### src/rtl/rr_arbiter.sv
// Combinational N-way arbiter: fixed priority (MODE=0) or round-robin from ptr (MODE=1).
// Uses a double-width request vector so the wrap-around search is a single priority scan.
module rr_arbiter #(
  parameter  int N    = 4,
  parameter  int MODE = 1,
  localparam int CW   = $clog2(N)
) (
  input  logic [N-1:0]  req,
  input  logic [CW-1:0] ptr,
  output logic [N-1:0]  gnt,
  output logic [CW-1:0] gnt_idx
);

  logic [CW-1:0]  eff_ptr_s;
  logic [2*N-1:0] req_dbl_s;
  logic [2*N-1:0] mask_s;
  logic [2*N-1:0] masked_s;
  logic           found_s;
  logic [CW-1:0]  idx_s;

  // Mask off positions below the pointer in the lower copy; the upper copy supplies the wrap.
  always_comb begin
    if (MODE == 1) begin
      eff_ptr_s = ptr;
    end else begin
      eff_ptr_s = {CW{1'b0}};
    end
    req_dbl_s = {req, req};
    for (int j = 0; j < 2*N; j++) begin
      if (j >= int'(eff_ptr_s)) begin
        mask_s[j] = 1'b1;
      end else begin
        mask_s[j] = 1'b0;
      end
    end
    masked_s = req_dbl_s & mask_s;
  end

  // Lowest set bit of the masked vector, folded back onto the channel range.
  always_comb begin
    found_s = 1'b0;
    idx_s   = {CW{1'b0}};
    for (int j = 0; j < 2*N; j++) begin
      if (!found_s && masked_s[j]) begin
        found_s = 1'b1;
        idx_s   = CW'(j % N);
      end else begin
        found_s = found_s;
      end
    end
  end

  // One-hot grant derived from the encoded winner.
  always_comb begin
    gnt     = {N{1'b0}};
    gnt_idx = idx_s;
    if (found_s) begin
      gnt[idx_s] = 1'b1;
    end else begin
      gnt = {N{1'b0}};
    end
  end

endmodule

### src/rtl/rr_stream_mux_checker.sv
// Protocol properties for rr_stream_mux: single-grant ready and a held output while stalled.
module rr_stream_mux_checker #(
  parameter int N  = 4,
  parameter int W  = 8,
  parameter int CW = 2
) (
  input logic          clk,
  input logic          rst,
  input logic [N-1:0]  in_valid,
  input logic [N-1:0]  in_ready,
  input logic          out_valid,
  input logic          out_ready,
  input logic [W-1:0]  out_data,
  input logic [CW-1:0] out_ch
);

  a_ready_onehot: assert property (@(posedge clk) $onehot0(in_ready));

  a_ready_needs_valid: assert property (@(posedge clk) ((in_ready & ~in_valid) == {N{1'b0}}));

  a_stall_holds: assert property (@(posedge clk)
    (!rst && out_valid && !out_ready) |=> (out_valid && $stable(out_data) && $stable(out_ch)));

endmodule

### src/rtl/rr_stream_mux.sv
// N-input registered stream multiplexer with internal arbitration and valid/ready on every port.
// The output register refills in the same cycle it drains, giving one word per cycle.
module rr_stream_mux #(
  parameter  int N    = 4,
  parameter  int W    = 8,
  parameter  int MODE = 1,
  localparam int CW   = $clog2(N)
) (
  input  logic           clk,
  input  logic           rst,
  input  logic [N-1:0]   in_valid,
  input  logic [N*W-1:0] in_data,
  output logic [N-1:0]   in_ready,
  output logic           out_valid,
  output logic [W-1:0]   out_data,
  output logic [CW-1:0]  out_ch,
  input  logic           out_ready
);

  logic          load_s;
  logic          any_valid_s;
  logic [N-1:0]  gnt_s;
  logic [CW-1:0] gnt_idx_s;
  logic [CW-1:0] ptr_next_s;
  logic [W-1:0]  sel_data_s;

  logic          out_valid_r;
  logic [W-1:0]  out_data_r;
  logic [CW-1:0] out_ch_r;
  logic [CW-1:0] rr_ptr_r;

  rr_arbiter #(
    .N    (N),
    .MODE (MODE)
  ) u_arb (
    .req     (in_valid),
    .ptr     (rr_ptr_r),
    .gnt     (gnt_s),
    .gnt_idx (gnt_idx_s)
  );

  // Load/ready decision, data select and pointer successor.
  always_comb begin
    load_s      = !out_valid_r || out_ready;
    any_valid_s = |in_valid;
    sel_data_s  = in_data[int'(gnt_idx_s)*W +: W];
    if (gnt_idx_s == CW'(N-1)) begin
      ptr_next_s = {CW{1'b0}};
    end else begin
      ptr_next_s = gnt_idx_s + CW'(1);
    end
    if (rst) begin
      in_ready = {N{1'b0}};
    end else if (load_s) begin
      in_ready = gnt_s;
    end else begin
      in_ready = {N{1'b0}};
    end
  end

  // Output register and round-robin pointer; the pointer moves only on an accepted word.
  always_ff @(posedge clk) begin
    if (rst) begin
      out_valid_r <= 1'b0;
      out_data_r  <= {W{1'b0}};
      out_ch_r    <= {CW{1'b0}};
      rr_ptr_r    <= {CW{1'b0}};
    end else if (load_s) begin
      if (any_valid_s) begin
        out_valid_r <= 1'b1;
        out_data_r  <= sel_data_s;
        out_ch_r    <= gnt_idx_s;
        if (MODE == 1) begin
          rr_ptr_r <= ptr_next_s;
        end else begin
          rr_ptr_r <= {CW{1'b0}};
        end
      end else begin
        out_valid_r <= 1'b0;
      end
    end
  end

  assign out_valid = out_valid_r;
  assign out_data  = out_data_r;
  assign out_ch    = out_ch_r;

  rr_stream_mux_checker #(
    .N  (N),
    .W  (W),
    .CW (CW)
  ) u_chk (
    .clk       (clk),
    .rst       (rst),
    .in_valid  (in_valid),
    .in_ready  (in_ready),
    .out_valid (out_valid_r),
    .out_ready (out_ready),
    .out_data  (out_data_r),
    .out_ch    (out_ch_r)
  );

endmodule

### config.mk
export PLATFORM = sky130hd
export DESIGN_NAME = rr_stream_mux
export DESIGN_NICKNAME = d
export VERILOG_FILES = /design/src/rtl/rr_arbiter.sv /design/src/rtl/rr_stream_mux_checker.sv /design/src/rtl/rr_stream_mux.sv
export SDC_FILE = /design/constraint.sdc
export NUM_CORES = 1
export LEC_CHECK = 0
export BUFFER_PORTS_ARGS = -buffer_cell sky130_fd_sc_hd__buf_4
export CAP_MARGIN = 15
export CORE_UTILIZATION = 45
export DETAILED_ROUTE_END_ITERATION = 6
export PLACE_DENSITY_LB_ADDON = 0.3
export SYNTH_ARGS = -nofsm -noshare
export SYNTH_HDL_FRONTEND = slang
export SYNTH_SLANG_ARGS = --single-unit
### constraint.sdc
create_clock -name clk -period 3.7 [get_ports clk]
set_input_delay 0.185 -clock clk [delete_from_list [all_inputs] [get_ports clk]]
set_output_delay 0.185 -clock clk [all_outputs]
set_load 0.02 [all_outputs]
# Word level (Yosys, flattened, before mapping)
# Cells that the tools add are included.
[word_totals] regBits=13 inputBits=39 elab_cells=57
[classes] n_addsub=1 magnitude_cmp=5 n_eq_ne=1 shifts=1 mux=25 bitwise=1 n_reduce_logical=19
[ops] operator="$shiftx 32x6->8" n=1
[ops] operator="$mux 1" n=14
[ops] operator="$mux 2" n=7
[ops] operator="$mux 4" n=3
[ops] operator="$and 8x8->8" n=1
[ops] operator="$logic_and 1x1->1" n=8
[ops] operator="$logic_not 1->1" n=8
[ops] operator="$ge 1x2->1 const A" n=2
[ops] operator="$reduce_or 4->1" n=1
[ops] operator="$lt 2x3->1 const B" n=1
[ops] operator="$add 2x1->2 const B" n=1
[ops] operator="$demux 1 s2" n=1
[ops] operator="$eq 2x2->1 const B" n=1
[ops] operator="$ge 2x1->1 const B" n=1
[ops] operator="$ge 2x2->1 const A" n=1
[ops] operator="$reduce_and 2->1" n=1
[ops] operator="$logic_or 1x1->1" n=1

# Depth between registers and ports, before layout
[depth] ltp_word=32 ltp_mapped=8 ltp_nobuf=7

# Cells and area by module
# A second synthesis with hierarchy kept.
[hier_totals] cells_unflattened=106 area_unflattened_um2=1057.3
[by_module_without_submodules] mod="rr_stream_mux" instances=1 cells_per_inst=75 area_per_inst_um2=859.6 seq_area_each_um2=260.2
[by_module_without_submodules] mod="rr_arbiter" instances=1 cells_per_inst=31 area_per_inst_um2=197.7 seq_area_each_um2=0.0

# Worst setup path after synthesis
# No wires, ideal clock.
[synth_timing] kind="reg2out" from="register rr_ptr_r[1]" to="output port in_ready[0]" t_arrival_ns=1.433 t_required_ns=3.515 path_slack_ns=2.082 stages_incl_launch_ff=9 n_path_buf=2 path_cell_list="dfxtp_1 a21o_1 a21oi_1 o22a_2 buf_8 buf_12 inv_1 ha_1 and2_1"
[synth_via] elab_chain_len=32 word_cells_on_any_way=44 cone_classes="5 x order compare; 23 x mux; 1 x bitwise; 15 x reduce/logical"
[synth_rtl] item="start: declaration" line_no="rr_stream_mux.sv:30" source="logic [CW-1:0] rr_ptr_r;"
[synth_rtl] item="start signal: assignment" line_no="rr_stream_mux.sv:67" source="rr_ptr_r <= {CW{1'b0}};"
[synth_rtl] item="start signal: assignment" line_no="rr_stream_mux.sv:74" source="rr_ptr_r <= ptr_next_s;"
[synth_rtl] item="start signal: assignment" line_no="rr_stream_mux.sv:76" source="rr_ptr_r <= {CW{1'b0}};"
[synth_rtl] item="$ge 1x2->1" line_no="rr_arbiter.sv:30" source="if (j >= int'(eff_ptr_s)) begin"
[synth_rtl] item="$mux 1" line_no="rr_arbiter.sv:30"
[synth_rtl] item="$and 8x8->8 (*)" line_no="rr_arbiter.sv:36" source="masked_s = req_dbl_s & mask_s;"
[synth_rtl] item="$mux 1" line_no="rr_arbiter.sv:44" source="if (!found_s && masked_s[j]) begin"
[synth_rtl] item="$logic_not 1->1" line_no="rr_arbiter.sv:44"
[synth_rtl] item="$logic_and 1x1->1" line_no="rr_arbiter.sv:44"
[synth_rtl] item="$mux 1" line_no="rr_arbiter.sv:44"
[synth_rtl] item="$logic_not 1->1" line_no="rr_arbiter.sv:44"
[synth_rtl] item="[17 not listed]"
[synth_rtl] item="net gnt_idx_s[1]" line_no="rr_stream_mux.sv:23" source="logic [CW-1:0] gnt_idx_s;"
[synth_rtl] item="$lt 2x3->1 (not written as such) / $ge 2x1->1 (equally long branches)" line_no="rr_arbiter.sv:58" source="gnt[idx_s] = 1'b1;"
[synth_rtl] item="$logic_and 1x1->1 (not written as such)" line_no="rr_arbiter.sv:58"
[synth_rtl] item="$mux 1 (not written as such)" line_no="rr_arbiter.sv:58"
[synth_rtl] item="$demux 1 s2 (*)"
[synth_rtl] item="$mux 4 (*)" line_no="rr_arbiter.sv:57" source="if (found_s) begin"
[synth_rtl] item="$mux 4 (*)" line_no="rr_stream_mux.sv:54" source="end else if (load_s) begin"
[synth_rtl] item="$mux 4 (*)" line_no="rr_stream_mux.sv:52" source="if (rst) begin"
[synth_rtl] item="end: declaration" line_no="rr_stream_mux.sv:13" source="output logic [N-1:0] in_ready,"
# Mark *: on every way through the listed nets, which the timed path passes. The rest lies on a longest branch.

# Final worst setup path
[layout_timing] from="register rr_ptr_r[1]" to="output port in_ready[1]"
[layout_via] elab_chain_len=32 word_cells_on_any_way=44 cone_classes="5 x order compare; 23 x mux; 1 x bitwise; 15 x reduce/logical"
[layout_rtl] item="$ge 1x2->1" line_no="rr_arbiter.sv:30"
[layout_rtl] item="$mux 1" line_no="rr_arbiter.sv:30"
[layout_rtl] item="$and 8x8->8 (*)" line_no="rr_arbiter.sv:36"
[layout_rtl] item="$mux 1" line_no="rr_arbiter.sv:44"
[layout_rtl] item="$logic_not 1->1" line_no="rr_arbiter.sv:44"
[layout_rtl] item="$logic_and 1x1->1" line_no="rr_arbiter.sv:44"
[layout_rtl] item="$mux 1" line_no="rr_arbiter.sv:44"
[layout_rtl] item="$logic_not 1->1" line_no="rr_arbiter.sv:44"
[layout_rtl] item="[16 not listed]"
[layout_rtl] item="$mux 2" line_no="rr_arbiter.sv:44"
[layout_rtl] item="$lt 2x3->1 (not written as such) / $ge 2x1->1 (equally long branches)" line_no="rr_arbiter.sv:58"
[layout_rtl] item="$logic_and 1x1->1 (not written as such)" line_no="rr_arbiter.sv:58"
[layout_rtl] item="$mux 1 (not written as such)" line_no="rr_arbiter.sv:58"
[layout_rtl] item="$demux 1 s2"
[layout_rtl] item="$mux 4 (*)" line_no="rr_arbiter.sv:57"
[layout_rtl] item="$mux 4 (*)" line_no="rr_stream_mux.sv:54"
[layout_rtl] item="$mux 4 (*)" line_no="rr_stream_mux.sv:52"
# Mark *: on every way between the ends. The rest lies on a longest branch, timed or not.

==> reports/results.ini <==
[detailed_routing]
num_vias = 848
drtAntennaViolNets = 0
drt_pass1_iterations = 4
route.detailed.drc = 0
viasPerCell = 5.171
post_drt_wl_per_cell_um = 12.40
drtIter0Drc = 15
drt_wl_total_mm = 2.033

[timing]
period_needed_ps = 2283
fin_skew_ps = 5.593
max_freq_ghz = 0.4379
worst_pin_slew_ps = 868.4
hold_ws_ps = 162.0
worst_slack_ps = 1417
setup_viol = 0
slew_headroom_pct = 41.91
finalMaxSlewViolations = 0
tns_ps = 0
hold_viol_final = 0
rsz0062_at_grt = false
fin_crit_sh_pct = 61.71

[synthesis]
synth_area_per_cell_um2 = 10.05
seq_area_frac_synth_pct = 30.10
ys.flop_type = dfxtp_1
yosys_warnings = 0
synthTopCellsByArea = dfxtp_1, mux2i_1, o221ai_1
ys_seq_elements = 13
yosysUniqueCellTypes = 25
syn_nets = 129
synth_top_cell_area_share_pct = 30.10
netlist_instances = 86
synthArstFlopShare_pct = 0
syn_area_um2 = 864.6
yosys.area.top_type = dfxtp_1
synth-edff-count = 0

[critical_path]
r2r-end = rr_ptr_r[1]
cp.arrival_ps = 2100
cp-startpoint = rr_ptr_r[1]
cp.required_ps = 3510
path_class = flop to output port
rr_worst_depth = 6
endpoint = in_ready[1]
startpoint_type = flop
r2r_slack_ps = 1900
end_kind = output port
r2r_start = rr_ptr_r[1]
path_max_fanout = 20

[final_layout]
final_cell_mix = buf_4, mux2i_1, dfxtp_1, nand3b_1, o221ai_1
seq_area_um2 = 260.3
n_antenna_cell = 0
syn2layout_area_growth_pct = 47.32
utilization_pct = 72.20
fin_cells = 164
final_common_cell = buf_4
final.fill_count = 156
drive_gt1_share_pct = 43.17
fin_nets = 183
multi_input_area_um2 = 539.3

[grt]
use_met2_pct = 36.00
grt_max_degree = 21
first_global_vias = 710
top_usage_layer = met2
gr-usage-met1_pct = 21.93
grt_pass1_wl_mm = 2.939
grt-ovfl-total = 0
grt_usage_pct = 19.56
use_met3_pct = 3.968
antenna_found_initial = 0

[pwr]
irDropWorstVdd_mv = 0.2439
p_per_area_nw_per_um2 = 375.2
power.leakage_nw = 0.6192

[clock_tree]
cts_made_buffers = 3
clock_latency_ps = 280
cts.clk_slew.worst_paths_ps = 90
post_cts_resized = 0
clock-sinks = 13
cts_tree = done
clockRootBuffer = clkbuf_4
clock_path_buffers = 2
hold_buffers = 0
htree_levels = 1
postCtsSetupBuffers = 0

[die]
core_region_area_um2 = 1764
die-area_um2 = 2100
initial_utilization_pct = 49.01
io_pins = 54
die_h_um = 45.83
rows = 15
fp.dieW_um = 45.83

[placement]
portBuffers = 53
dp_hpwl_mm = 1.556
numPlacedInstances = 160
gp_congestion = 0.7405
place_ws_ps = 1707

[outcome]
outcome = finished clean

[min_path]
min_path_type = primary input to flop

[job]
drv_cap = 0

worst min-delay path by stage:
stage                 from     endpoint  cells after the start
3_5_place_dp           rst  rr_ptr_r[0]                      2
2_1_floorplan  in_data[14]  out_data[6]                      2
3_3_place_gp           rst  rr_ptr_r[0]                      2
5_1_grt                rst  rr_ptr_r[1]                      2
4_1_cts                rst    out_ch[0]                      2
6_report               rst    out_ch[1]                      2
logic make-up after synthesis:
kind of cell	count (synthesis)	synth area share [%]
AOI/OAI and AO/OA	18	18.67
and+or+nand+nor	23	15.92
buffers and inverters	9	7.524
muxes	19	22.00
DFF	13	30.10
adders and majority gates	4	5.789
cell type report:
type	count	area share, %
Multi-Input combinational cell	64	42.34
Sequential cell	13	20.43
Inverter	5	1.473
Tap cell	25	2.456
Timing Repair Buffer	53	31.24
Clock buffer	4	2.063
flip-flops by register name, summed over array words and instances (netlist names):
name	flops
out_ch	2
out_data	8
rr_ptr_r	2
out_valid	1
Yosys cell counts (2+ instances only):
| library cell | instances |
|---|---|
| a21oi_1 | 3 |
| o221ai_1 | 8 |
| dfxtp_1 | 13 |
| and2_1 | 4 |
| mux2i_1 | 19 |
| ha_1 | 4 |
| nand3b_1 | 8 |
| nand2b_1 | 2 |
| nor2_1 | 6 |
| inv_1 | 4 |
worst max-delay path, stage by stage (launching register included):
cell	delay [ps]
dfxtp_1	360
a21o_1	160
a21oi_1	140
o22a_2	510
inv_1	140
ha_1	210
and2_1	130
buf_4	150
power breakdown:
group	switching, mW	internal, mW	total, mW
Clock	0.0501	0.0418	0.0920
Sequential	0.0144	0.163	0.177
Combinational	0.104	0.104	0.208
Total	0.169	0.309	0.478
layer usage:
metal | vias to the layer above | part of all wire, %
met5 | - | 0
met1 | 381 | 41
met2 | 33 | 52
met4 | 0 | 1.2
met3 | 5 | 5.6
li1 | 429 | -
metrics by stage:
stage / power [mW] / cell area (um^2)
floorplan: 0.3179 / 864.6
global placement: 0.3855 / 1247
detailed placement: 0.3909 / 1247
CTS: 0.4791 / 1274
global route: 0.5049 / 1274
finish: 0.4779 / 1274
No activity file was read; power rests on OpenSTA's default activity.
